**config.mk**
```make
export PLATFORM = sky130hd
export DESIGN_NAME = mem_bus_ctrl
export DESIGN_NICKNAME = d
export VERILOG_FILES = /design/src/rtl/mem_bus_ctrl_pkg.sv /design/src/rtl/mem_bus_wait_cnt.sv /design/src/rtl/mem_bus_ctrl.sv
export SDC_FILE = /design/constraint.sdc
export NUM_CORES = 1
export LEC_CHECK = 0
export BUFFER_PORTS_ARGS = -buffer_cell sky130_fd_sc_hd__buf_4
export CAP_MARGIN = 20
export CORE_MARGIN = 2
export CORE_UTILIZATION = 37
export CTS_CLUSTER_SIZE = 28
export DETAILED_ROUTE_END_ITERATION = 10
export PLACE_DENSITY_LB_ADDON = 0.12
export SLEW_MARGIN = 5
export SYNTH_ARGS = -nofsm -noshare
export SYNTH_HDL_FRONTEND = slang
export SYNTH_HIERARCHICAL = 1
export SYNTH_SLANG_ARGS = --single-unit
```
**constraint.sdc**
```tcl
create_clock -name clk -period 4.4 [get_ports clk]
set_input_delay 0.22 -clock clk [delete_from_list [all_inputs] [get_ports clk]]
set_output_delay 0.22 -clock clk [all_outputs]
set_load 0.005 [all_outputs]
```
**src/rtl/mem_bus_ctrl_pkg.sv**
```systemverilog
// Shared definitions for the memory-bus controller: command codes, FSM states,
// wait-counter width and the region-select bit helper.
package mem_bus_ctrl_pkg;

  localparam logic [1:0] MNONE  = 2'b00;
  localparam logic [1:0] MWRITE = 2'b01;
  localparam logic [1:0] MREAD  = 2'b10;

  // Wide enough for RD_LAT (1..4) and IO_TIMEOUT (1..255) reload values
  localparam int unsigned CNT_W = 8;

  typedef enum logic [2:0] {
    ST_IDLE    = 3'd0,
    ST_RAM_WR  = 3'd1,
    ST_RAM_RD  = 3'd2,
    ST_IO_WAIT = 3'd3,
    ST_DONE    = 3'd4
  } state_e;

  function automatic int unsigned region_bit(input int unsigned addr_w);
    return addr_w - 1;
  endfunction

endpackage

```
**src/rtl/mem_bus_wait_cnt.sv**
```systemverilog
// Loadable saturating down-counter shared by the RAM read-latency and I/O
// timeout waits.
module mem_bus_wait_cnt
  import mem_bus_ctrl_pkg::*;
#(
  parameter int unsigned W = CNT_W
) (
  input  logic         clk,
  input  logic         reset,
  input  logic         load_i,
  input  logic [W-1:0] load_val_i,
  input  logic         dec_i,
  output logic [W-1:0] cnt_o
);

  logic [W-1:0] cnt_q;

  always_ff @(posedge clk or posedge reset) begin
    if (reset) begin
      cnt_q <= '0;
    end else if (load_i) begin
      cnt_q <= load_val_i;
    end else if (dec_i && (cnt_q != '0)) begin
      cnt_q <= cnt_q - W'(1);
    end
  end

  assign cnt_o = cnt_q;

endmodule

```
**src/rtl/mem_bus_ctrl.sv**
```systemverilog
// Memory-bus controller: routes one CPU load/store at a time to on-chip RAM or
// memory-mapped I/O. Optional MEM_BUS_TIMEOUT_EN adds an I/O ack timeout with sticky bus_err.
module mem_bus_ctrl
  import mem_bus_ctrl_pkg::*;
#(
  parameter int unsigned DATA_W     = 16,
  parameter int unsigned ADDR_W     = 9,
  parameter int unsigned RAM_AW     = 8,
  parameter int unsigned RD_LAT     = 1,
  parameter int unsigned IO_TIMEOUT = 15
) (
  input  logic              clk,
  input  logic              reset,
  input  logic [1:0]        mem_cmd,
  input  logic [ADDR_W-1:0] mem_addr,
  input  logic [DATA_W-1:0] write_data,
  output logic [DATA_W-1:0] read_data,
  output logic              mem_done,
  output logic              busy,
  output logic              bus_err,
  output logic [RAM_AW-1:0] ram_addr,
  output logic [DATA_W-1:0] ram_wdata,
  output logic              ram_write,
  input  logic [DATA_W-1:0] ram_rdata,
  output logic [ADDR_W-2:0] io_addr,
  output logic [DATA_W-1:0] io_wdata,
  output logic              io_rd,
  output logic              io_wr,
  input  logic [DATA_W-1:0] io_rdata,
  input  logic              io_ack
);

  localparam int unsigned REG_BIT = region_bit(ADDR_W);
  localparam int unsigned OFF_W   = ADDR_W - 1;

  state_e            state_q, state_d;
  logic [1:0]        cmd_q, cmd_d;
  logic [OFF_W-1:0]  addr_q, addr_d;
  logic [DATA_W-1:0] wdata_q, wdata_d;
  logic [DATA_W-1:0] rdata_q, rdata_d;
  logic              done_q, done_d;
  logic              busy_q, busy_d;
  logic              ram_write_q, ram_write_d;
  logic              io_rd_q, io_rd_d;
  logic              io_wr_q, io_wr_d;

  logic              cnt_load;
  logic [CNT_W-1:0]  cnt_val;
  logic              cnt_dec;
  logic [CNT_W-1:0]  cnt;
  logic              cnt_zero;

`ifdef MEM_BUS_TIMEOUT_EN
  logic              bus_err_q, bus_err_d;
`endif

  mem_bus_wait_cnt #(
    .W(CNT_W)
  ) u_wait_cnt (
    .clk       (clk),
    .reset     (reset),
    .load_i    (cnt_load),
    .load_val_i(cnt_val),
    .dec_i     (cnt_dec),
    .cnt_o     (cnt)
  );

  assign cnt_zero = (cnt == '0);

  // State and registered-output update
  always_ff @(posedge clk or posedge reset) begin
    if (reset) begin
      state_q     <= ST_IDLE;
      cmd_q       <= MNONE;
      addr_q      <= '0;
      wdata_q     <= '0;
      rdata_q     <= '0;
      done_q      <= 1'b0;
      busy_q      <= 1'b0;
      ram_write_q <= 1'b0;
      io_rd_q     <= 1'b0;
      io_wr_q     <= 1'b0;
`ifdef MEM_BUS_TIMEOUT_EN
      bus_err_q   <= 1'b0;
`endif
    end else begin
      state_q     <= state_d;
      cmd_q       <= cmd_d;
      addr_q      <= addr_d;
      wdata_q     <= wdata_d;
      rdata_q     <= rdata_d;
      done_q      <= done_d;
      busy_q      <= busy_d;
      ram_write_q <= ram_write_d;
      io_rd_q     <= io_rd_d;
      io_wr_q     <= io_wr_d;
`ifdef MEM_BUS_TIMEOUT_EN
      bus_err_q   <= bus_err_d;
`endif
    end
  end

  // Next-state and next-output logic; strobes follow the next state so they
  // are registered yet aligned with the state they belong to.
  always_comb begin
    state_d  = state_q;
    cmd_d    = cmd_q;
    addr_d   = addr_q;
    wdata_d  = wdata_q;
    rdata_d  = rdata_q;
    cnt_load = 1'b0;
    cnt_val  = '0;
    cnt_dec  = 1'b0;
`ifdef MEM_BUS_TIMEOUT_EN
    bus_err_d = bus_err_q;
`endif

    unique case (state_q)
      ST_IDLE: begin
        if ((mem_cmd == MREAD) || (mem_cmd == MWRITE)) begin
          cmd_d   = mem_cmd;
          addr_d  = mem_addr[OFF_W-1:0];
          wdata_d = write_data;
          if (mem_addr[REG_BIT]) begin
            state_d  = ST_IO_WAIT;
            cnt_load = 1'b1;
            cnt_val  = CNT_W'(IO_TIMEOUT - 1);
          end else if (mem_cmd == MWRITE) begin
            state_d = ST_RAM_WR;
          end else begin
            state_d  = ST_RAM_RD;
            cnt_load = 1'b1;
            cnt_val  = CNT_W'(RD_LAT - 1);
          end
        end
      end
      ST_RAM_WR: state_d = ST_DONE;
      ST_RAM_RD: begin
        if (cnt_zero) begin
          rdata_d = ram_rdata;
          state_d = ST_DONE;
        end else begin
          cnt_dec = 1'b1;
        end
      end
      ST_IO_WAIT: begin
        if (io_ack) begin
          if (cmd_q == MREAD) rdata_d = io_rdata;
          state_d = ST_DONE;
`ifdef MEM_BUS_TIMEOUT_EN
        end else if (cnt_zero) begin
          bus_err_d = 1'b1;
          if (cmd_q == MREAD) rdata_d = '1;
          state_d = ST_DONE;
        end else begin
          cnt_dec = 1'b1;
`endif
        end
      end
      ST_DONE: state_d = ST_IDLE;
      default: state_d = ST_IDLE;
    endcase

    busy_d      = (state_d == ST_RAM_WR) || (state_d == ST_RAM_RD) ||
                  (state_d == ST_IO_WAIT);
    done_d      = (state_d == ST_DONE);
    ram_write_d = (state_d == ST_RAM_WR);
    io_rd_d     = (state_d == ST_IO_WAIT) && (cmd_d == MREAD);
    io_wr_d     = (state_d == ST_IO_WAIT) && (cmd_d == MWRITE);
  end

  assign read_data = rdata_q;
  assign mem_done  = done_q;
  assign busy      = busy_q;
  assign ram_addr  = addr_q[RAM_AW-1:0];
  assign ram_wdata = wdata_q;
  assign ram_write = ram_write_q;
  assign io_addr   = addr_q;
  assign io_wdata  = wdata_q;
  assign io_rd     = io_rd_q;
  assign io_wr     = io_wr_q;

`ifdef MEM_BUS_TIMEOUT_EN
  assign bus_err = bus_err_q;
`else
  assign bus_err = 1'b0;
`endif

endmodule

```
# Word-level counts from Yosys, hierarchy flattened
# Cells that the tools add are included.
# W data, S select, Z words.
[classes]
addsub = 1
eq_ne = 15
n_mux = 23
reduce_logical = 13
[op_table]
columns = ["cell", "count"]
rows = [
  ["$mux W16", 3],
  ["$pmux W16 S2", 1],
  ["$mux W8", 2],
  ["$eq A3 B2 Y1 const B", 4],
  ["$mux W4", 3],
  ["$pmux W3 S4", 1],
  ["$mux W3", 3],
  ["$logic_not A8 Y1", 1],
  ["$mux W2", 4],
  ["$reduce_bool A8 Y1", 1],
  ["$sub A8 B1 Y8 const B", 1],
  ["$eq A2 B2 Y1 const B", 3],
  ["$eq A3 B1 Y1 const B", 2],
  ["$mux W1", 6],
  ["$ne A2 B2 Y1 const B", 3],
  ["$eq A2 B1 Y1 const B", 2],
  ["$reduce_and A4 Y1", 1],
  ["$reduce_bool A2 Y1", 2],
  ["$eq A3 B3 Y1 const B", 1],
  ["$logic_and A1 B1 Y1", 3],
  ["$logic_not A3 Y1", 1],
  ["$logic_or A1 B1 Y1", 3],
  ["$reduce_and A2 Y1", 1],
]
[word_totals]
register_bits = 58
inputBits = 62
output_inout_bits = 70
elab_cells = 63

# Logic depth before layout (Yosys ltp)
# Gate-level depths: netlist of the first run.
[logic_depth]
ltp_word = 8
depth_mapped = 9
mapped_depth_nobuf = 7

# Modules after synthesis
# The synthesis of the first run kept the hierarchy.
[modules_own_cells]
columns = ["mod", "n_inst", "cells_per_inst", "area_per_inst_um2", "seq_area_each_um2"]
rows = [
  ["mem_bus_ctrl", 1, 181, 2382.3, 1251.2],
  ["mem_bus_wait_cnt", 1, 63, 546.8, 200.2],
]

# Worst setup path after synthesis of the first run
# No wires, ideal clock.
[synth_path]
path_type = "flip-flop to flip-flop"
startpoint = "reg state_q[2]"
endpoint = "reg u_wait_cnt.cnt_q[5] (netlist: u_wait_cnt/cnt_o[5])"
setup_ps = 120
t_arrival_ps = 1799
required_time_ps = 4280
path_slack_ps = 2480
stages_incl_launch_ff = 7
n_path_buf = 0
synth_period_minus_slack_ps = 1920
path_cell_list = "dfrtp_1 -> nor2_1 -> nand2_1 -> nor2_1 -> nor4b_1 -> a31oi_1 -> a41o_1"
[synth_between]
elab_chain_len = 4
word_cells_on_any_way = 7
classes_between = "eq/ne (1); mux (3); reduce/logical (3)"
[synth_rtl]
columns = ["element", "line", "source"]
rows = [
  ["start, declared", "mem_bus_ctrl.sv:36", "state_e state_q, state_d;"],
  ["start signal, assigned", "mem_bus_ctrl.sv:87", "state_q <= state_d;"],
  ["$eq A3 B2 Y1", "mem_bus_ctrl.sv:118", "unique case (state_q)"],
  ["$mux W1", "mem_bus_ctrl.sv:118", ""],
  ["via cnt_dec", "mem_bus_ctrl.sv:49", "logic cnt_dec;"],
  ["$logic_and A1 B1 Y1", "mem_bus_wait_cnt.sv:23", "end else if (dec_i && (cnt_q != '0)) begin"],
  ["$reduce_bool A2 Y1 (no line)", "-", ""],
  ["end signal, assigned", "mem_bus_wait_cnt.sv:22", "cnt_q <= load_val_i;"],
  ["end signal, assigned", "mem_bus_wait_cnt.sv:24", "cnt_q <= cnt_q - W'(1);"],
  ["end, declared", "mem_bus_wait_cnt.sv:16", "logic [W-1:0] cnt_q;"],
]
# The timed path passes the listed nets, and every way through them passes these cells.
# A chain may end at the register's enable or synchronous reset.

# Worst setup path after layout of the first run
# Ends and elaborated chain as after synthesis.

==> results of run 1 <==
==> kinds of logic (layout without fill, tap and decap cells) <==
family	count (synthesis)	in the layout	share of synthesized area
buffers and inverters	48	164	0.106
other	1	6	0.00128
and+or+nand+nor	45	45	0.117
DFF	58	58	0.496
muxes	28	28	0.107
adders and majority gates	4	4	0.0171
AOI/OAI and AO/OA	60	60	0.155
==> Yosys cell counts, drive strengths merged (5+ instances only) <==
cell / instances
o22a: 16
a21oi: 8
mux2: 26
dfrtp: 58
buf: 32
o21a: 17
nand2: 9
nor2: 6
nor4: 6
inv: 14
nor3b: 5
o211ai: 5
==> how the worst max path moves through the flow <==
stage	slack (ps)	endpoint
4_1_cts	2080	u_wait_cnt/cnt_o[5]$_DFFE_PP0P_
6_report	2080	u_wait_cnt/cnt_o[5]$_DFFE_PP0P_
3_5_place_dp	2100	u_wait_cnt/cnt_o[5]$_DFFE_PP0P_
5_1_grt	1890	u_wait_cnt/cnt_o[5]$_DFFE_PP0P_
3_3_place_gp	2200	u_wait_cnt/cnt_o[5]$_DFFE_PP0P_
2_1_floorplan	2480	u_wait_cnt/cnt_o[5]$_DFFE_PP0P_
==> critical path: cells and delay by family (launching register included) <==
kind	cells	cell delay (ps)
AND/OR/NAND/NOR	4	1360
AO/OA/AOI/OAI	2	390
flip-flops	1	470
==> layout make-up <==
cell class | count | share of cell area
inverter | 14 | 0.0131
multi-input combinational | 143 | 0.297
tap | 102 | 0.0318
timing repair buffer | 134 | 0.251
clock inverter | 3 | 0.00998
sequential | 58 | 0.362
clock buffer | 13 | 0.0346
==> through the flow <==
| stage | setup slack, ps | power (mW) | hold WS [ps] | std cells | utilization |
|---|---|---|---|---|---|
| finish | 2080 | 2.73 | 106 | 467 | 0.522 |
| global route | 1890 | 2.95 | 99.4 | 467 | 0.522 |
| CTS | 2080 | 2.78 | 92.8 | 467 | 0.522 |
| detailed placement | 2100 | 2.30 | 220 | 450 | 0.497 |
| global placement | 2200 | 2.28 | 215 | 450 | 0.497 |
| floorplan | 2480 | 1.80 | 35.7 | 249 | - |
==> layer usage <==
| metal | track usage | vias to the layer above |
|---|---|---|
| met3 | 0.0459 | 7 |
| met5 | 0 | - |
| met4 | 0.0662 | 0 |
| li1 | - | 1093 |
| met2 | 0.239 | 85 |
| met1 | 0.193 | 1073 |
==> registers in the layout, summed over array words and instances (netlist names), 2 cells and up <==
name              count
read_data            16
cmd_q                 2
u_wait_cnt/cnt_o      8
io_wdata             16
io_addr               8
state_q               3
==> where the power goes <==
group          switching, mW  internal (mW)
clock network          0.201          0.261
registers              0.241          0.798
logic                  0.479          0.756
total                  0.920           1.81
==> metrics.cfg, run 1 <==
[status]
run_status=completed

[sta]
rsz0062_at_grt=false
worstMarginPinSlew_ps=853
finalCriticalPeriod_ps=2320
skew_ps=8.29
relSlewSlack=0.426
slew_violations=0
setup_viol=0
hold_viol=0
timing.final.crit_share=0.528
fmax_ghz=0.431
setup_tns_ps=0

[worst_setup_path]
worstPathArrival_ps=2540
cp_cell_sequence=nor2_1 > nand2_1 > nor2_1 > nor4b_1 > a31oi_1 > a41o_1
critical_path.max_fanout=7
criticalPathCategory=reg -> reg
r2r_cells=6
critPathSlowestCell=nor4b_1
cp-startpoint=state_q[2]$_DFF_PP0_
reg2reg_to=u_wait_cnt/cnt_o[5]$_DFFE_PP0P_
rrSetupSlack_ps=2080
slowest_delay_ps=590
crit_path_end_kind=flip-flop
crit_top_cell=nor2_1
startpoint_type=flip-flop
r2r_start=state_q[2]$_DFF_PP0_
cp.required_ps=4620

[floorplanning]
die_h_um=93.0
fp-row-count=32
die_area_sq_um=8640
ioPinCount=132
core_sq_um=7690
die_w_um=93.0
start_util=0.381

[yosys]
ys.flop_type=dfrtp_1
netlist_area_sq_um=2930
async_flop_share=1.00
synth.distinct_cells=44
yosysWarnings=6
synth_area_leaders=dfrtp_1 (50%), mux2_2 (9.6%), buf_4 (7.4%), o22a_1 (4.8%), o21a_1 (4.1%)
netlist.area_leader.share=0.496
seq_area_frac_synth=0.496
synth_edf_count=0
ys_ff_latch=58
syn_inst=244
synth_top_cell_by_area=dfrtp_1
syn-mean-instance-area_sq_um=12.0

[global_routing]
first_global_vias=2163
grt.overflow.total=0
antenna_found_initial=0
grt_pass1_wl_um=10300
grt_max_degree=51
track_usage=0.152

[cts]
postCtsSetupBuffers=0
clockRootBuffer=clkbuf_8
cts_buffers=9
clkSinkCount=58
cts_max_level=3
clock_path_buffers=2
cts_resized=0
cts_tree=yes
cts-hold-fix-buffers=1
insertion_delay_ps=330
clk_pin_slew_ps=70

[routing]
met2_length_um=2970
vias=2258
vias_per_cell=4.84
post_drt_wl_per_cell_um=13.5
dr_wl_met3_um=504
wl_um=6310
top_layer=met4
wl_met1_um=2740
drcViolationCount=0
postRouteAntennaNets=0
dr.first_iter.drc_count=39
drt_first_pass_iters=4

[hold_path]
min_path_type=in -> reg
hold_depth=2
min_from=mem_addr[7]
whs_endpoint=io_addr[7]$_DFFE_PP0P_

[cells_and_area]
synthToLayoutAreaGrowth_pct=36.9
n_fill_cell=759
diodes=0
final_common_cell=buf_4
drive_gt1_frac=0.501
final_net_count=426
multi_input_area_sq_um=1190
fin_area_sq_um=4010
area.sequential_sq_um=1450
final_cell_mix=buf_4 (133), dfrtp_1 (58), mux2_2 (25), o22a_1 (16), o21a_1 (16)

[place]
dp_hpwl_um=4580
portBuffers=130
gp_congestion=0.822
dpl_cell_area_sq_um=3820

[power_and_ir_drop]
ir_drop_mv=0.297
p_leak_nw=1.84
powerDensity_nw_per_um2=682

[run]
drv_cap=0

Power figures use the tool's default switching activity.
==> inputs of run 2 (changes only) <==
- clock period: 4.4 -> 2.1 ns (I/O delays scaled with it)
==> metrics.cfg, run 2 (synthesized netlist as in run 1, its figures left out) <==
[status]
run_status=completed

[sta]
worst_slack_ps=162  ; -1920 ps
setup_viol=0  ; unchanged
setup_tns_ps=0  ; unchanged
relSlewSlack=0.503  ; +0.0765
slew_violations=0  ; unchanged
fmax_ghz=0.516  ; +20%
skew_ps=11.1  ; +2.81 ps
timing.final.crit_share=0.923  ; +0.395
worstMarginPinSlew_ps=740  ; -113 ps
finalCriticalPeriod_ps=1940  ; -384 ps
hold_ws_ps=40.8  ; -65.6 ps
rsz0062_at_grt=false
hold_viol=0  ; unchanged

[hold_path]
hold_depth=2  ; unchanged
whs_endpoint=cmd_q[0]$_DFF_PP0_
min_path_type=in -> reg
min_from=mem_cmd[0]

[routing]
drcViolationCount=0  ; unchanged
dr.first_iter.drc_count=52  ; +33%
vias=2327  ; +3.1%
drt_first_pass_iters=3  ; -1
postRouteAntennaNets=0  ; unchanged
vias_per_cell=4.70  ; -2.8%
post_drt_wl_per_cell_um=13.1  ; -3.2%
wl_um=6470  ; +2.6%

[cts]
clkSinkCount=58  ; unchanged
clockRootBuffer=clkbuf_8
cts_tree=yes
clk_pin_slew_ps=70  ; about the same
insertion_delay_ps=340  ; about the same
cts_buffers=9  ; unchanged
cts_max_level=3  ; unchanged
clock_path_buffers=2  ; unchanged

[worst_setup_path]
critPathSlowestCell=nor4_2
cp_top_family=simple AND/OR/NAND/NOR gates
critical_path.max_fanout=7  ; unchanged
cp_cell_sequence=nor4_2 > nor3b_2 > a311o_1 > o311ai_0
cp.required_ps=2310  ; -2310 ps
r2r_cells=4  ; -2
slowest_delay_ps=720  ; +130 ps
crit_path_end_kind=flip-flop
critPathBufInv=0  ; unchanged
reg2reg_to=u_wait_cnt/cnt_o[7]$_DFFE_PP0P_
worstPathArrival_ps=2150  ; -390 ps
criticalPathCategory=reg -> reg
r2r_start=state_q[2]$_DFF_PP0_
rrSetupSlack_ps=160  ; -1920 ps
startpoint_type=flip-flop
cp.depth=4  ; -2

[cells_and_area]
final_net_count=455  ; +6.8%
final_cell_mix=buf_4 (137), dfrtp_1 (58), mux2_2 (25), dlygate4sd3_1 (25)
diodes=0  ; unchanged
synthToLayoutAreaGrowth_pct=46.9
fin_util=0.560  ; +0.0381
final_common_cell=buf_4
drive_gt1_frac=0.494  ; -0.00773

[place]
dp_slack_ps=58.5  ; -2040 ps
dp_hpwl_um=4630  ; +0.97%
gp_congestion=0.855  ; +4.0%
portBuffers=130  ; unchanged

[power_and_ir_drop]
ir_drop_mv=0.558  ; +88%
powerDensity_nw_per_um2=1350  ; +98%
p_total_mw=5.81  ; +110%
p_leak_nw=1.96  ; +6.3%

[floorplanning]
die_h_um=93.0  ; unchanged
die_w_um=93.0  ; unchanged
ioPinCount=132  ; unchanged
die_area_sq_um=8640  ; unchanged
start_util=0.381  ; unchanged
core_sq_um=7690  ; unchanged
fp-row-count=32  ; unchanged

[global_routing]
grt.overflow.total=0  ; unchanged
track_usage=0.152  ; about the same
grt_pass1_wl_um=10300  ; +0.47%
first_global_vias=2218  ; +2.5%
grt_max_degree=51  ; unchanged
antenna_found_initial=0  ; unchanged

[run]
drv_cap=0  ; unchanged

[run 2: per-stage QoR]
stage / area, sq um / std cells
3_5_place_dp: 3870 / 455
3_3_place_gp: 3870 / 455
6_report: 4300 / 495
2_1_floorplan: 2950 / 249
5_1_grt: 4300 / 495
4_1_cts: 4290 / 495
[run 2: power by group]
group          internal (mW)  total, mW  switching, mW
registers               1.67       2.16          0.490
logic                   1.70       2.76           1.06
clock network          0.422      0.885          0.463
total                   3.80       5.81           2.01
[run 2: per-layer routing]
metal	vias up	part of all wire	GRT usage
li1	1149	-	-
met1	1094	0.43	0.187
met2	74	0.48	0.245
met3	10	0.073	0.0467
met4	0	0.016	0.0674
met5	-	0	0
[run 2: area by class of cell]
type / count / area [sq um]
Tap cell: 102 / 128
Clock inverter: 6 / 43.8
Multi-Input combinational cell: 143 / 1200
Timing Repair Buffer: 163 / 1300
Sequential cell: 58 / 1450
Fill cell: 681 / 3380
Inverter: 14 / 52.6
Clock buffer: 9 / 124
[run 2: worst max-delay path by stage]
stage	startpoint	end	slack [ps]
finish	state_q[2]$_DFF_PP0_	u_wait_cnt/cnt_o[7]$_DFFE_PP0P_	160
global route	state_q[2]$_DFF_PP0_	u_wait_cnt/cnt_o[0]$_DFFE_PP0P_	20
CTS	u_wait_cnt/cnt_o[2]$_DFFE_PP0P_	u_wait_cnt/cnt_o[7]$_DFFE_PP0P_	30
detailed placement	u_wait_cnt/cnt_o[2]$_DFFE_PP0P_	u_wait_cnt/cnt_o[3]$_DFFE_PP0P_	60
global placement	u_wait_cnt/cnt_o[2]$_DFFE_PP0P_	u_wait_cnt/cnt_o[3]$_DFFE_PP0P_	120
floorplan	state_q[2]$_DFF_PP0_	u_wait_cnt/cnt_o[5]$_DFFE_PP0P_	180
[run 2: what timing repair did]
item | in CTS | in global routing
resized for setup | 0 | 3
endpoints found under the hold margin | 82 | 0
hold buffers | 25 | 0
setup endpoints to repair | 0 | 4
setup buffers | 0 | 0
[run 2: worst reg2reg max path, cell delays in order (launching register included)]
cell	delay (ps)
dfrtp_1	480
nor4_2	720
nor3b_2	130
a311o_1	380
o311ai_0	100
==> inputs of run 3 (changes only) <==
- ABC_AREA: unset -> 1
==> metrics.cfg, run 3 <==
[cells_and_area]
final_common_cell=nand2_1
diodes=0  ; unchanged
drive_gt1_frac=0.315  ; -0.179
fin_cells=651  ; +32%
synthToLayoutAreaGrowth_pct=45.2
final_net_count=607  ; +33%
fin_util=0.552  ; -0.00785
final_cell_mix=nand2_1 (197), buf_4 (139), dfrtp_1 (58), dlygate4sd3_1 (25), inv_1 (21)

[yosys]
syn_inst=399  ; +64%
synth_fa_ha_area_frac=0.0161  ; -0.000984
synth_edf_count=0  ; unchanged
synth_commonest_cells=nand2_1 (197), dfrtp_1 (58), buf_4 (25)
synth_area_leaders=dfrtp_1 (47%), nand2_1 (24%), buf_4 (6.0%), nand4_1 (3.6%), inv_1 (2.7%)
synthMuxAreaShare=0  ; -0.107
seq_area_frac_synth=0.467  ; -0.0285
async_flop_share=1.00  ; unchanged
synth_simple_gate_area_frac=0.356  ; +0.239
yosysWarnings=6  ; unchanged
synth-xor-area-share=0.00282  ; +0.00282
netlist.area_leader.share=0.467  ; -0.0285
ys_ff_latch=58  ; unchanged
ys.flop_type=dfrtp_1
synth.distinct_cells=29  ; -34%
synth_compound_area_frac=0.0435  ; -0.112
synth_top_family_by_area=simple AND/OR/NAND/NOR gates
syn-mean-instance-area_sq_um=7.79  ; -35%
synth_top_cell_by_area=dfrtp_1
netlist_area_sq_um=3110  ; +6.1%
synth_most_common_cell=nand2_1

[power_and_ir_drop]
p_total_mw=6.60  ; +14%
intPower_mw=3.97  ; +4.5%
p_clk_frac=0.177  ; +0.025
power.switching_mw=2.63  ; +31%
swShare=0.398  ; +0.0523
pwr-share-comb=0.510  ; +0.035
power_frac_seq=0.314  ; -0.058
powerDensity_nw_per_um2=1460  ; +8.3%
ir_drop_mv=0.647  ; +16%
p_leak_nw=2.50  ; +27%

[global_routing]
track_usage=0.173  ; +0.0212
antenna_found_initial=0  ; unchanged
first_global_vias=2757  ; +24%
grt_pass1_wl_um=12300  ; +19%
grt.overflow.total=0  ; unchanged
grt_max_degree=51  ; unchanged

[routing]
drt_first_pass_iters=4  ; +1
postRouteAntennaNets=0  ; unchanged
wl_um=7830  ; +21%
vias=2896  ; +24%
post_drt_wl_per_cell_um=12.0  ; -8.0%
drcViolationCount=0  ; unchanged
dr.first_iter.drc_count=75  ; +44%
vias_per_cell=4.45  ; -5.4%

[worst_setup_path]
cp.required_ps=2360  ; +50 ps
worstPathArrival_ps=1940  ; -210 ps
startpoint_type=flip-flop
cp_cell_sequence=inv_1 > nand2_1 > nor2_1 > o21ai_4 > inv_1 > inv_1 > nor3_1 > nand2_1 > nand3_1
r2r_cells=9  ; +5
crit_top_cell=inv_1
crit_path_end_kind=flip-flop
cp-startpoint=state_q[2]$_DFF_PP0_
slowest_delay_ps=400  ; -320 ps
rrSetupSlack_ps=420  ; +260 ps
r2r_start=state_q[2]$_DFF_PP0_
criticalPathCategory=reg -> reg
critical_path.max_fanout=4  ; -3
critPathSlowestCell=dfrtp_1
reg2reg_to=u_wait_cnt/cnt_o[5]$_DFFE_PP0P_
crit_path_end=u_wait_cnt/cnt_o[5]$_DFFE_PP0P_

[cts]
cts_tree=yes
cts_buffers=9  ; unchanged
cts_max_level=3  ; unchanged
clkSinkCount=58  ; unchanged
clockRootBuffer=clkbuf_8
insertion_delay_ps=330  ; about the same
clk_pin_slew_ps=70  ; about the same
clock_path_buffers=2  ; unchanged

[sta]
hold_viol=0  ; unchanged
setup_viol=0  ; unchanged
timing.final.crit_share=0.801  ; -0.122
slew_violations=0  ; unchanged
worstMarginPinSlew_ps=626  ; -114 ps
relSlewSlack=0.583  ; +0.0800
finalCriticalPeriod_ps=1680  ; -256 ps
fmax_ghz=0.595  ; +15%
rsz0062_at_grt=false
setup_tns_ps=0  ; unchanged
skew_ps=9.85  ; -1.26 ps

[place]
dp_hpwl_um=5600  ; +21%
portBuffers=130  ; unchanged
gp_congestion=0.854  ; about the same
dp_cells=610  ; +34%

[floorplanning]
ioPinCount=132  ; unchanged
core_sq_um=8180  ; +6.3%
start_util=0.380  ; -0.000857
die_area_sq_um=9150  ; +5.8%
die_h_um=95.7  ; +2.9%
fp-row-count=33  ; +3.1%
die_w_um=95.7  ; +2.9%

[hold_path]
min_path_type=in -> reg

[run]
drv_cap=0  ; unchanged

[status]
run_status=completed

[run 3: cell count changes in the layout (fill, tap and decap cells not counted), sizes merged, moves of 6 or more]
| cell | before | now |
|---|---|---|
| nor2 | 6 | 19 |
| o21ai | 2 | 15 |
| nand3 | 3 | 15 |
| nand2 | 9 | 199 |
| nor4 | 6 | 0 |
| nand4 | 1 | 18 |
| o22a | 16 | 0 |
| mux2 | 26 | 0 |
| o21a | 17 | 0 |
| inv | 15 | 22 |
[run 3: final cells by class]
type | instances | area [sq um]
multi-input cells | 286 | 1320
flip-flops and latches | 58 | 1450
fillers | 771 | 3660
clock inverters | 4 | 73.8
inverters | 22 | 82.6
well taps | 105 | 131
repair buffers | 164 | 1290
clock buffers | 12 | 155
[run 3: worst min-delay path by stage]
| stage | slack [ps] | depth (start not counted) | from | end |
|---|---|---|---|---|
| final | 80 | 3 | mem_cmd[0] | cmd_q[0]$_DFF_PP0_ |
| after global placement | 100 | 2 | reset | u_wait_cnt/cnt_o[6]$_DFFE_PP0P_ |
| after CTS | 70 | 3 | mem_cmd[0] | cmd_q[0]$_DFF_PP0_ |
| after floorplan | -80 | 1 | reset | u_wait_cnt/cnt_o[0]$_DFFE_PP0P_ |
| after global routing | 110 | 5 | io_rdata[4] | read_data[4]$_DFFE_PP0P_ |
| after detailed placement | 100 | 2 | reset | u_wait_cnt/cnt_o[7]$_DFFE_PP0P_ |
[run 3: logic make-up after synthesis]
kind of cell             count (synthesis)
AND/OR/NAND/NOR                        257
XOR/XNOR                                 1
adder cells (fa/ha/maj)                  4
other                                    1
AO/OA/AOI/OAI                           18
flip-flops                              58
buffers and inverters                   60
[run 3: worst max-delay path: cells and delay by family, from the launching register on]
| kind | cells | cell delay [ps] |
|---|---|---|
| buf+inv | 3 | 300 |
| simple gates | 5 | 810 |
| compound gates | 1 | 110 |
| flops | 1 | 400 |
[run 3: repair_timing]
| item | in CTS | in global routing |
|---|---|---|
| hold buffers | 25 | 0 |
| hold endpoints to repair | 82 | 0 |
| setup endpoints to repair | 0 | 0 |
| buffers inserted | 0 | 0 |
| resized for setup | 0 | 0 |
[run 3: power groups by stage]
stage / sequential [mW] / combinational, mW / clock [mW]
finish: 2.07 / 3.36 / 1.17
global route: 2.14 / 3.81 / 1.26
CTS: 2.07 / 3.39 / 1.21
detailed placement: 2.08 / 3.36 / 0
global placement: 2.07 / 3.30 / 0
floorplan: 2.05 / 2.18 / 0
[run 3: layer usage]
| layer | track usage | vias up | routed length, um |
|---|---|---|---|
| met1 | 0.211 | 1302 | 3460 |
| li1 | - | 1502 | - |
| met5 | 0 | - | 0 |
| met4 | 0.0786 | 0 | 71 |
| met3 | 0.0372 | 5 | 563 |
| met2 | 0.292 | 87 | 3740 |
[run 3: stage by stage]
step	worst slack, ps	instance area, sq um	hold WS (ps)
4_1_cts	371	4510	67.0
3_3_place_gp	416	4030	99.7
2_1_floorplan	330	3130	-79.3
3_5_place_dp	384	4030	102
6_report	418	4510	80.8
5_1_grt	235	4510	113
